--- src/rtl/prco_debug_trace.sv ---
// prco_debug_trace: trace capture for the prco core debug port.
//
// Samples i_debug once per rising edge of the instruction strobe into a
// circular buffer of DEPTH entries, each tagged with a TS_W-bit timestamp.
// Capture runs pre-trigger, fires on the selected trigger, takes a fixed
// number of post-trigger samples, then freezes for oldest-first readback.
//
// Ports
//   i_clk, i_reset          clock, synchronous active-high reset
//   i_en                    capture enable (masks sample events only)
//   i_arm                   one-cycle pulse: clear buffer, start capture
//   i_trig_mode             0 immediate, 1 value match, 2 external, 3 never
//   i_trig_value            match value for mode 1
//   i_trig_ext              external trigger for mode 2
//   i_post_count            samples after the trigger sample (clamped DEPTH-1)
//   i_instr_clk, i_debug    core instruction strobe and debug bus
//   i_rd_req                read request (honoured in DONE only)
//   q_rd_valid, q_rd_data   read response {timestamp, sample}, one cycle later
//   q_state                 0 IDLE, 1 PRE, 2 POST, 3 DONE
//   q_count                 valid entries, 0..DEPTH
//   q_overrun               pre-trigger data was overwritten
//
// state | meaning
// IDLE  | after reset, nothing captured
// PRE   | capturing, waiting for trigger
// POST  | trigger seen, taking remaining post-trigger samples
// DONE  | buffer frozen, readback allowed
module prco_debug_trace #(
    parameter int DATA_W = 8,
    parameter int DEPTH  = 16,
    parameter int ADDR_W = 4,
    parameter int TS_W   = 16
) (
    input  logic                   i_clk,
    input  logic                   i_reset,
    input  logic                   i_en,
    input  logic                   i_arm,
    input  logic [1:0]             i_trig_mode,
    input  logic [DATA_W-1:0]      i_trig_value,
    input  logic                   i_trig_ext,
    input  logic [ADDR_W:0]        i_post_count,
    input  logic                   i_instr_clk,
    input  logic [DATA_W-1:0]      i_debug,
    input  logic                   i_rd_req,
    output logic                   q_rd_valid,
    output logic [TS_W+DATA_W-1:0] q_rd_data,
    output logic [1:0]             q_state,
    output logic [ADDR_W:0]        q_count,
    output logic                   q_overrun
);

    typedef enum logic [1:0] {
        IDLE = 2'd0,
        PRE  = 2'd1,
        POST = 2'd2,
        DONE = 2'd3
    } state_t;

    localparam logic [ADDR_W:0]   CNT_FULL = (ADDR_W+1)'(DEPTH);
    localparam logic [ADDR_W:0]   CNT_MAXP = (ADDR_W+1)'(DEPTH-1);
    localparam logic [ADDR_W:0]   CNT_ONE  = 1;
    localparam logic [ADDR_W-1:0] PTR_ONE  = 1;
    localparam logic [TS_W-1:0]   TS_ONE   = 1;

    state_t                   state, state_d;
    logic [TS_W+DATA_W-1:0]   mem [DEPTH];
    logic [ADDR_W-1:0]        wr_ptr;
    logic [ADDR_W-1:0]        rd_idx;
    logic [ADDR_W:0]          count;
    logic [ADDR_W:0]          post_rem;
    logic [TS_W-1:0]          ts;
    logic [1:0]               mode_q;
    logic [DATA_W-1:0]        value_q;
    logic                     instr_q;
    logic                     overrun;
    logic                     sample;
    logic                     trig_hit;
    logic                     do_write;
    logic                     do_read;

    // History resets high so a strobe already high at reset release is not an edge.
    assign sample = i_instr_clk & ~instr_q & i_en;
    assign rd_idx = wr_ptr - count[ADDR_W-1:0];

    always_comb begin
        trig_hit = 1'b0;
        case (mode_q)
            2'd0:    trig_hit = 1'b1;
            2'd1:    trig_hit = (i_debug == value_q);
            2'd2:    trig_hit = i_trig_ext;
            default: trig_hit = 1'b0;
        endcase
    end

    always_comb begin
        state_d  = state;
        do_write = 1'b0;
        do_read  = 1'b0;
        case (state)
            PRE: begin
                if (sample) begin
                    do_write = 1'b1;
                    if (trig_hit)
                        state_d = (post_rem == '0) ? DONE : POST;
                end
            end
            POST: begin
                if (sample) begin
                    do_write = 1'b1;
                    if (post_rem == CNT_ONE)
                        state_d = DONE;
                end
            end
            DONE: begin
                do_read = i_rd_req && (count != '0);
            end
            default: ;
        endcase
        if (i_arm) begin
            state_d  = PRE;
            do_write = 1'b0;
            do_read  = 1'b0;
        end
    end

    always_ff @(posedge i_clk) begin
        if (i_reset)
            state <= IDLE;
        else
            state <= state_d;
    end

    always_ff @(posedge i_clk) begin
        if (i_reset) begin
            wr_ptr     <= '0;
            count      <= '0;
            post_rem   <= '0;
            ts         <= '0;
            mode_q     <= '0;
            value_q    <= '0;
            instr_q    <= 1'b1;
            overrun    <= 1'b0;
            q_rd_valid <= 1'b0;
            q_rd_data  <= '0;
        end else begin
            instr_q    <= i_instr_clk;
            q_rd_valid <= 1'b0;
            if (i_arm) begin
                wr_ptr   <= '0;
                count    <= '0;
                ts       <= '0;
                overrun  <= 1'b0;
                mode_q   <= i_trig_mode;
                value_q  <= i_trig_value;
                post_rem <= (i_post_count > CNT_MAXP) ? CNT_MAXP : i_post_count;
            end else begin
                if (state == PRE || state == POST)
                    ts <= ts + TS_ONE;
                if (do_write) begin
                    wr_ptr <= wr_ptr + PTR_ONE;
                    if (count == CNT_FULL)
                        overrun <= 1'b1;
                    else
                        count <= count + CNT_ONE;
                end
                if (state == POST && sample)
                    post_rem <= post_rem - CNT_ONE;
                if (do_read) begin
                    q_rd_valid <= 1'b1;
                    q_rd_data  <= mem[rd_idx];
                    count      <= count - CNT_ONE;
                end
            end
        end
    end

    always_ff @(posedge i_clk) begin
        if (do_write && !i_reset)
            mem[wr_ptr] <= {ts, i_debug};
    end

    assign q_state   = state;
    assign q_count   = count;
    assign q_overrun = overrun;

endmodule

--- config.mk ---
export PLATFORM = sky130hd
export DESIGN_NAME = prco_debug_trace
export DESIGN_NICKNAME = d
export VERILOG_FILES = /design/src/rtl/prco_debug_trace.sv
export SDC_FILE = /design/constraint.sdc
export NUM_CORES = 1
export LEC_CHECK = 0
export CAP_MARGIN = 20
export CELL_PAD_IN_SITES_DETAIL_PLACEMENT = 1
export CELL_PAD_IN_SITES_GLOBAL_PLACEMENT = 1
export CORE_MARGIN = 8
export CORE_UTILIZATION = 40
export CTS_CLUSTER_DIAMETER = 200
export DETAILED_ROUTE_END_ITERATION = 7
export PLACE_DENSITY_LB_ADDON = 0.1
export SETUP_SLACK_MARGIN = 0.2
export SKIP_CTS_REPAIR_TIMING = 1
export SYNTH_ARGS = -nofsm -noshare
export SYNTH_HDL_FRONTEND = slang
export SYNTH_SLANG_ARGS = --single-unit
--- constraint.sdc ---
create_clock -name i_clk -period 6.4 [get_ports i_clk]
set_clock_uncertainty 0.15 [all_clocks]
set_input_delay 0.64 -clock i_clk [delete_from_list [all_inputs] [get_ports i_clk]]
set_output_delay 0.64 -clock i_clk [all_outputs]
set_load 0.05 [all_outputs]
# ---- After elaboration in Yosys (flattened, before gate mapping)
# Memory sizes are Yosys's and may differ from the RTL's. A register that Yosys moved wholly into a read port is not among the register bits.
# Index checks and enable logic that the tools add are counted.
dict set report totals {
  elab_cells 81
  mem_bits_rw 384
  memories 1
  reg_bits 45
}
dict set report op_classes {
  addsub 6
  reduce_logical 19
  mux 22
  order_cmp 1
  n_eq_ne 17
  bitwise_logic 4
}
# memory words width rd rd_clocked_by_memory_dff write_ports line_no
set mem_list {}
lappend mem_list {mem 16 24 1 1 1 66} ;# logic [TS_W+DATA_W-1:0] mem [DEPTH];
# op count
set op_table {}
lappend op_table {{$mux W5} 6}
lappend op_table {{$add A16 B1 Y16 const B} 1}
lappend op_table {{$ne A3 B3 Y1 const B} 4}
lappend op_table {{$mux W1} 10}
lappend op_table {{$ne A2 B2 Y1 const B} 5}
lappend op_table {{$reduce_and A5 Y1} 2}
lappend op_table {{$sub A5 B1 Y5 const B} 2}
lappend op_table {{$eq A8 B8 Y1} 1}
lappend op_table {{$mux W2} 4}
lappend op_table {{$eq A2 B2 Y1 const B} 3}
lappend op_table {{$reduce_and A2 Y1} 3}
lappend op_table {{$reduce_bool A2 Y1} 3}
lappend op_table {{$add A5 B1 Y5 const B} 1}
lappend op_table {{$eq A5 B1 Y1 const B} 1}
lappend op_table {{$eq A5 B5 Y1 const B} 1}
lappend op_table {{$gt A5 B4 Y1 const B} 1}
lappend op_table {{$logic_not A5 Y1} 1}
lappend op_table {{$reduce_bool A5 Y1} 1}
lappend op_table {{$add A4 B1 Y4 const B} 1}
lappend op_table {{$eq A2 B1 Y1 const B} 2}
lappend op_table {{$pmux W2 S2} 1}
lappend op_table {{$reduce_or A2 Y1} 2}
lappend op_table {{$sub A4 B4 Y4} 1}
lappend op_table {{$logic_and A1 B1 Y1} 3}
lappend op_table {{7 further kinds} 9}

# ---- Longest topological paths before layout
dict set report logic_depth {
  word_depth 9
  ltp_mapped 10
  mapped_depth_nobuf 10
}

# ---- Worst setup path after synthesis
# Ideal clock, no wire load.
dict set report synth_path {
  path_type {register -> register}
  start {register state[0], in the netlist q_state[0]}
  end {memory mem[3][0] (netlist bit) (enable)}
  path_buffers 1
  t_arrival_ns 3.382
  path_slack_ns 2.432
  stages_incl_launch_ff 7
  setup_time_ns 0.435
  required_time_ns 5.815
  cell_sequence {dfxtp_1 inv_1 ha_1 clkbuf_1 nor3_1 nand2_1 nor3_1}
}
dict set report synth_between {
  elab_chain_len 7
  word_cells_on_any_way 8
  cone_classes {eq/ne (2); mux (4); reduce/logical (2)}
}
# item line_no
set synth_rtl {}
lappend synth_rtl {{start, declared} 65} ;# state_t state, state_d;
lappend synth_rtl {{start signal, assigned} 130} ;# state <= state_d;
lappend synth_rtl {{$eq A2 B1 Y1 or $eq A2 B2 Y1 (tied branches)} 99} ;# case (state)
lappend synth_rtl {{$reduce_or A2 Y1 (no line) *} --}
lappend synth_rtl {{$mux W1 *} --}
lappend synth_rtl {{$mux W1 *} 119} ;# if (i_arm) begin
lappend synth_rtl {{$logic_and A1 B1 Y1 *} 178} ;# if (do_write && !i_reset)
lappend synth_rtl {{$mux W1 *} 178}
lappend synth_rtl {{$mux W1 (not written as such) *} 179} ;# mem[wr_ptr] <= {ts, i_debug};
lappend synth_rtl {{end, declared} 66}
# Mark *: on every way between the ends. The rest lies on a longest branch, timed or not.

# ---- Worst setup path after layout
dict set report layout_path {
  start {register wr_ptr[0]}
  end {register q_rd_data[16], read port of mem}
}
dict set report layout_between {
  elab_chain_len 1
}
# item line_no
set layout_rtl {}
lappend layout_rtl {{start, declared} 67} ;# logic [ADDR_W-1:0] wr_ptr;
lappend layout_rtl {{start signal, assigned} 160} ;# wr_ptr <= wr_ptr + PTR_ONE;
lappend layout_rtl {{$sub A4 B4 Y4} 83} ;# assign rd_idx = wr_ptr - count[ADDR_W-1:0];
lappend layout_rtl {{end, declared} 46} ;# output logic [TS_W+DATA_W-1:0] q_rd_data,
# Every way passes these cells.
# A chain may end at the register's enable or synchronous reset.

==> results.toml <==
[worst_setup_path]
cp_slowest_stage_delay_ns = 1.32
reg2reg_depth = 8
start_kind = "flop"
r2r-end = "q_rd_data[16]"
worst-path-stages = 8
end_kind = "flop"
cp_num_buf_inv = 2
cp.arrival_ns = 4.15
crit_required_ns = 6.71
critPathTopFamily = "adder cells"
path_cells = "inv_1 -> ha_4 -> fa_4 -> buf_12 -> mux4_2 -> mux2i_1 -> o22ai_1 -> a21o_1"
slowest_stage = "fa_4"
cp_max_fo = 49
r2r_start = "wr_ptr[0]"
critical_path_class = "flop to flop"
r2r_slack_ns = 2.56

[cts]
h-tree-depth = 2
cts_made_buffers = 48
clock-sinks = 453
clockBufferDepth = 3
cts.clk_slew.worst_paths_ns = 0.06
cts_tree = "built"
clock-root-buffer = "clkbuf_16"
clk_latency_ns = 0.57

[placed_design]
port_buffers = 62
gp_congestion = 0.715
dp.cells = 1543
hpwl_um = 26800

[flow_run]
maxCapViolCount = 0

[finish]
antenna-diode-count = 0
layout-drive-gt1-share_pct = 21.0
layout_common_cells = "edfxtp_1, mux4_2, dfxtp_1"
layout_commonest_cell = "edfxtp_1"
instances_no_fill = 1634
fin_nets = 1051
syn_to_final_growth_pct = 18.2

[timing]
final_max_slew_viol_count = 0
setup_violations = 0
rsz0062_at_grt = "false"
fin_crit_sh_pct = 60.0
max_freq_ghz = 0.260
fin_setup_tns_ns = 0
min_period_ns = 3.84
relSlewSlack_pct = 26.6
worst_pin_slew_ns = 1.10
hold_violations = 0

[hold_path]
worstHoldPathCells = 1
hold_path.class = "flop to flop"
holdPathEnd = "q_rd_data[4]"
hold_start = "q_rd_data[4]"

[pwr]
p_sw_mw = 1.22
p_sw_share_pct = 19.2
intPower_mw = 5.12
p_comb_share_pct = 1.6
power_frac_clock_pct = 48.2
powerDensity_nw_per_um2 = 304
seqPwrFrac_pct = 50.2
power_leakage_nw = 7.06
ir_drop_mv = 0.184

[route]
drcViolationCount = 0
wirelength_um = 45100
vias_per_cell = 5.40
wl_per_cell_um = 27.6
dr.pass1.iters = 4
drt_iter0_drc = 731
drtAntennaViolNets = 0
num_vias = 8816

[synth]
ys_async_sr_fraction_pct = 0
ys_ff_latch = 453
synth-main-ff-cell = "edfxtp_1"
syn_inst = 917
syn-cell-area_um2 = 17600
synth_nets = 966
synth-seq-area-share_pct = 73.2
yosys_warnings = 0
syn_avg_cell_area_um2 = 19.2
synth_edf_count = 384
ys_types = 50

[floorplan]
fp.dieW_um = 226
num_rows = 77
die-height_um = 226
io-pin-count = 63
start_util_pct = 40.2
core_um2 = 43900
dieArea_um2 = 51100

[global_route]
antenna_found_initial = 0
grt_util_all_layers_pct = 17.6
grt_pass1_vias = 9008
grt_max_degree = 50
grt_pass1_wl_um = 63900
grt-ovfl-total = 0

[outcome]
outcome = "finished, final reports clean"
[final cells by class]
| cell class | count | area [um^2] |
|---|---|---|
| fill | 4117 | 23100 |
| timing repair buffer | 79 | 781 |
| tap | 592 | 741 |
| multi-input combinational | 408 | 4630 |
| sequential | 453 | 12900 |
| clock buffer | 61 | 1320 |
| inverter | 12 | 45.0 |
| clock inverter | 29 | 429 |
[metrics by stage]
| stage | power, mW | area, um^2 | util [%] | hold slack [ns] | setup WS (ns) |
|---|---|---|---|---|---|
| final | 6.34 | 20900 | 47.5 | 0.297 | 2.56 |
| after global routing | 6.50 | 20900 | 47.5 | 0.321 | 2.35 |
| after CTS | 6.42 | 20800 | 47.4 | 0.303 | 2.42 |
| after detailed placement | 3.35 | 19100 | 43.4 | 0.288 | 2.10 |
| after global placement | 3.35 | 19100 | 43.4 | 0.284 | 2.16 |
| after floorplan | 3.29 | 17600 | - | 0.311 | 2.43 |
[cell usage after synthesis, types with 2 or more instances]
master / count / area share (%)
xnor2_1: 19 / 0.94
or2_2: 2 / 0.071
nor4_1: 2 / 0.071
buf_2: 12 / 0.34
a31oi_1: 4 / 0.14
nor2b_1: 4 / 0.14
ha_1: 17 / 1.2
mux2i_1: 62 / 3.5
edfxtp_1: 384 / 65
o21ai_0: 7 / 0.20
o21ai_1: 2 / 0.057
nand3_1: 7 / 0.20
nor3_1: 8 / 0.23
buf_1: 3 / 0.064
a21o_1: 25 / 1.1
clkbuf_1: 22 / 0.47
nand2_1: 14 / 0.30
or3_1: 5 / 0.18
dfxtp_1: 69 / 7.8
and3_1: 3 / 0.11
o211ai_1: 2 / 0.085
buf_6: 6 / 0.38
mux4_2: 96 / 12
and2_1: 2 / 0.071
o22ai_1: 27 / 0.96
nand3b_1: 2 / 0.085
a21oi_1: 9 / 0.26
o21a_1: 2 / 0.085
nand4_1: 5 / 0.18
xor2_1: 12 / 0.60
fa_1: 2 / 0.23
nand4b_1: 2 / 0.099
inv_1: 12 / 0.26
nand2b_1: 3 / 0.11
nor2_1: 49 / 1.0
[logic make-up after synthesis]
kind of cell             Yosys count  synth area share, %
flip-flops                       453                 73.2
XOR/XNOR                          31                 1.54
adder cells (fa/ha/maj)           19                 1.43
AND/OR/NAND/NOR                  114                 3.23
AO/OA/AOI/OAI                     85                 3.25
multiplexers                     159                 15.8
buffers and inverters             56                 1.55
[how the worst max path moves through the flow]
| stage | startpoint | to | slack (ns) |
|---|---|---|---|
| after floorplan | q_state[0] | mem[3][0] | 2.43 |
| after global placement | i_reset | mem[6][16] | 2.16 |
| after detailed placement | i_reset | mem[10][6] | 2.10 |
| after CTS | wr_ptr[0] | q_rd_data[16] | 2.42 |
| after global routing | wr_ptr[0] | q_rd_data[17] | 2.35 |
| final | wr_ptr[0] | q_rd_data[16] | 2.56 |
[power by group through the flow]
stage                     clock (mW)  combinational [mW]  sequential, mW
final                           3.05               0.102            3.19
after global routing            3.21               0.110            3.19
after CTS                       3.13               0.105            3.19
after detailed placement           0               0.105            3.25
after global placement             0               0.104            3.25
after floorplan                    0              0.0442            3.25
[metal layers]
layer  vias to the layer above  wire length [um]  global-route usage (%)
li1                       3870                 -                       -
met1                      4664             20800                    25.5
met4                         0               972                    4.85
met2                       231             21000                    27.3
met3                        51              2300                    3.23
met5                         -                 0                       0
[sequential cells by signal, indices dropped and copies added, names as in the netlist]
| name | flops |
|---|---|
| post_rem | 5 |
| instr_q | 1 |
| mode_q | 2 |
| q_rd_valid | 1 |
| q_state | 2 |
| wr_ptr | 4 |
| ts | 16 |
| q_count | 5 |
| q_rd_data | 24 |
| mem | 384 |
| q_overrun | 1 |
| value_q | 8 |
Power figures use the tool's default switching activity.
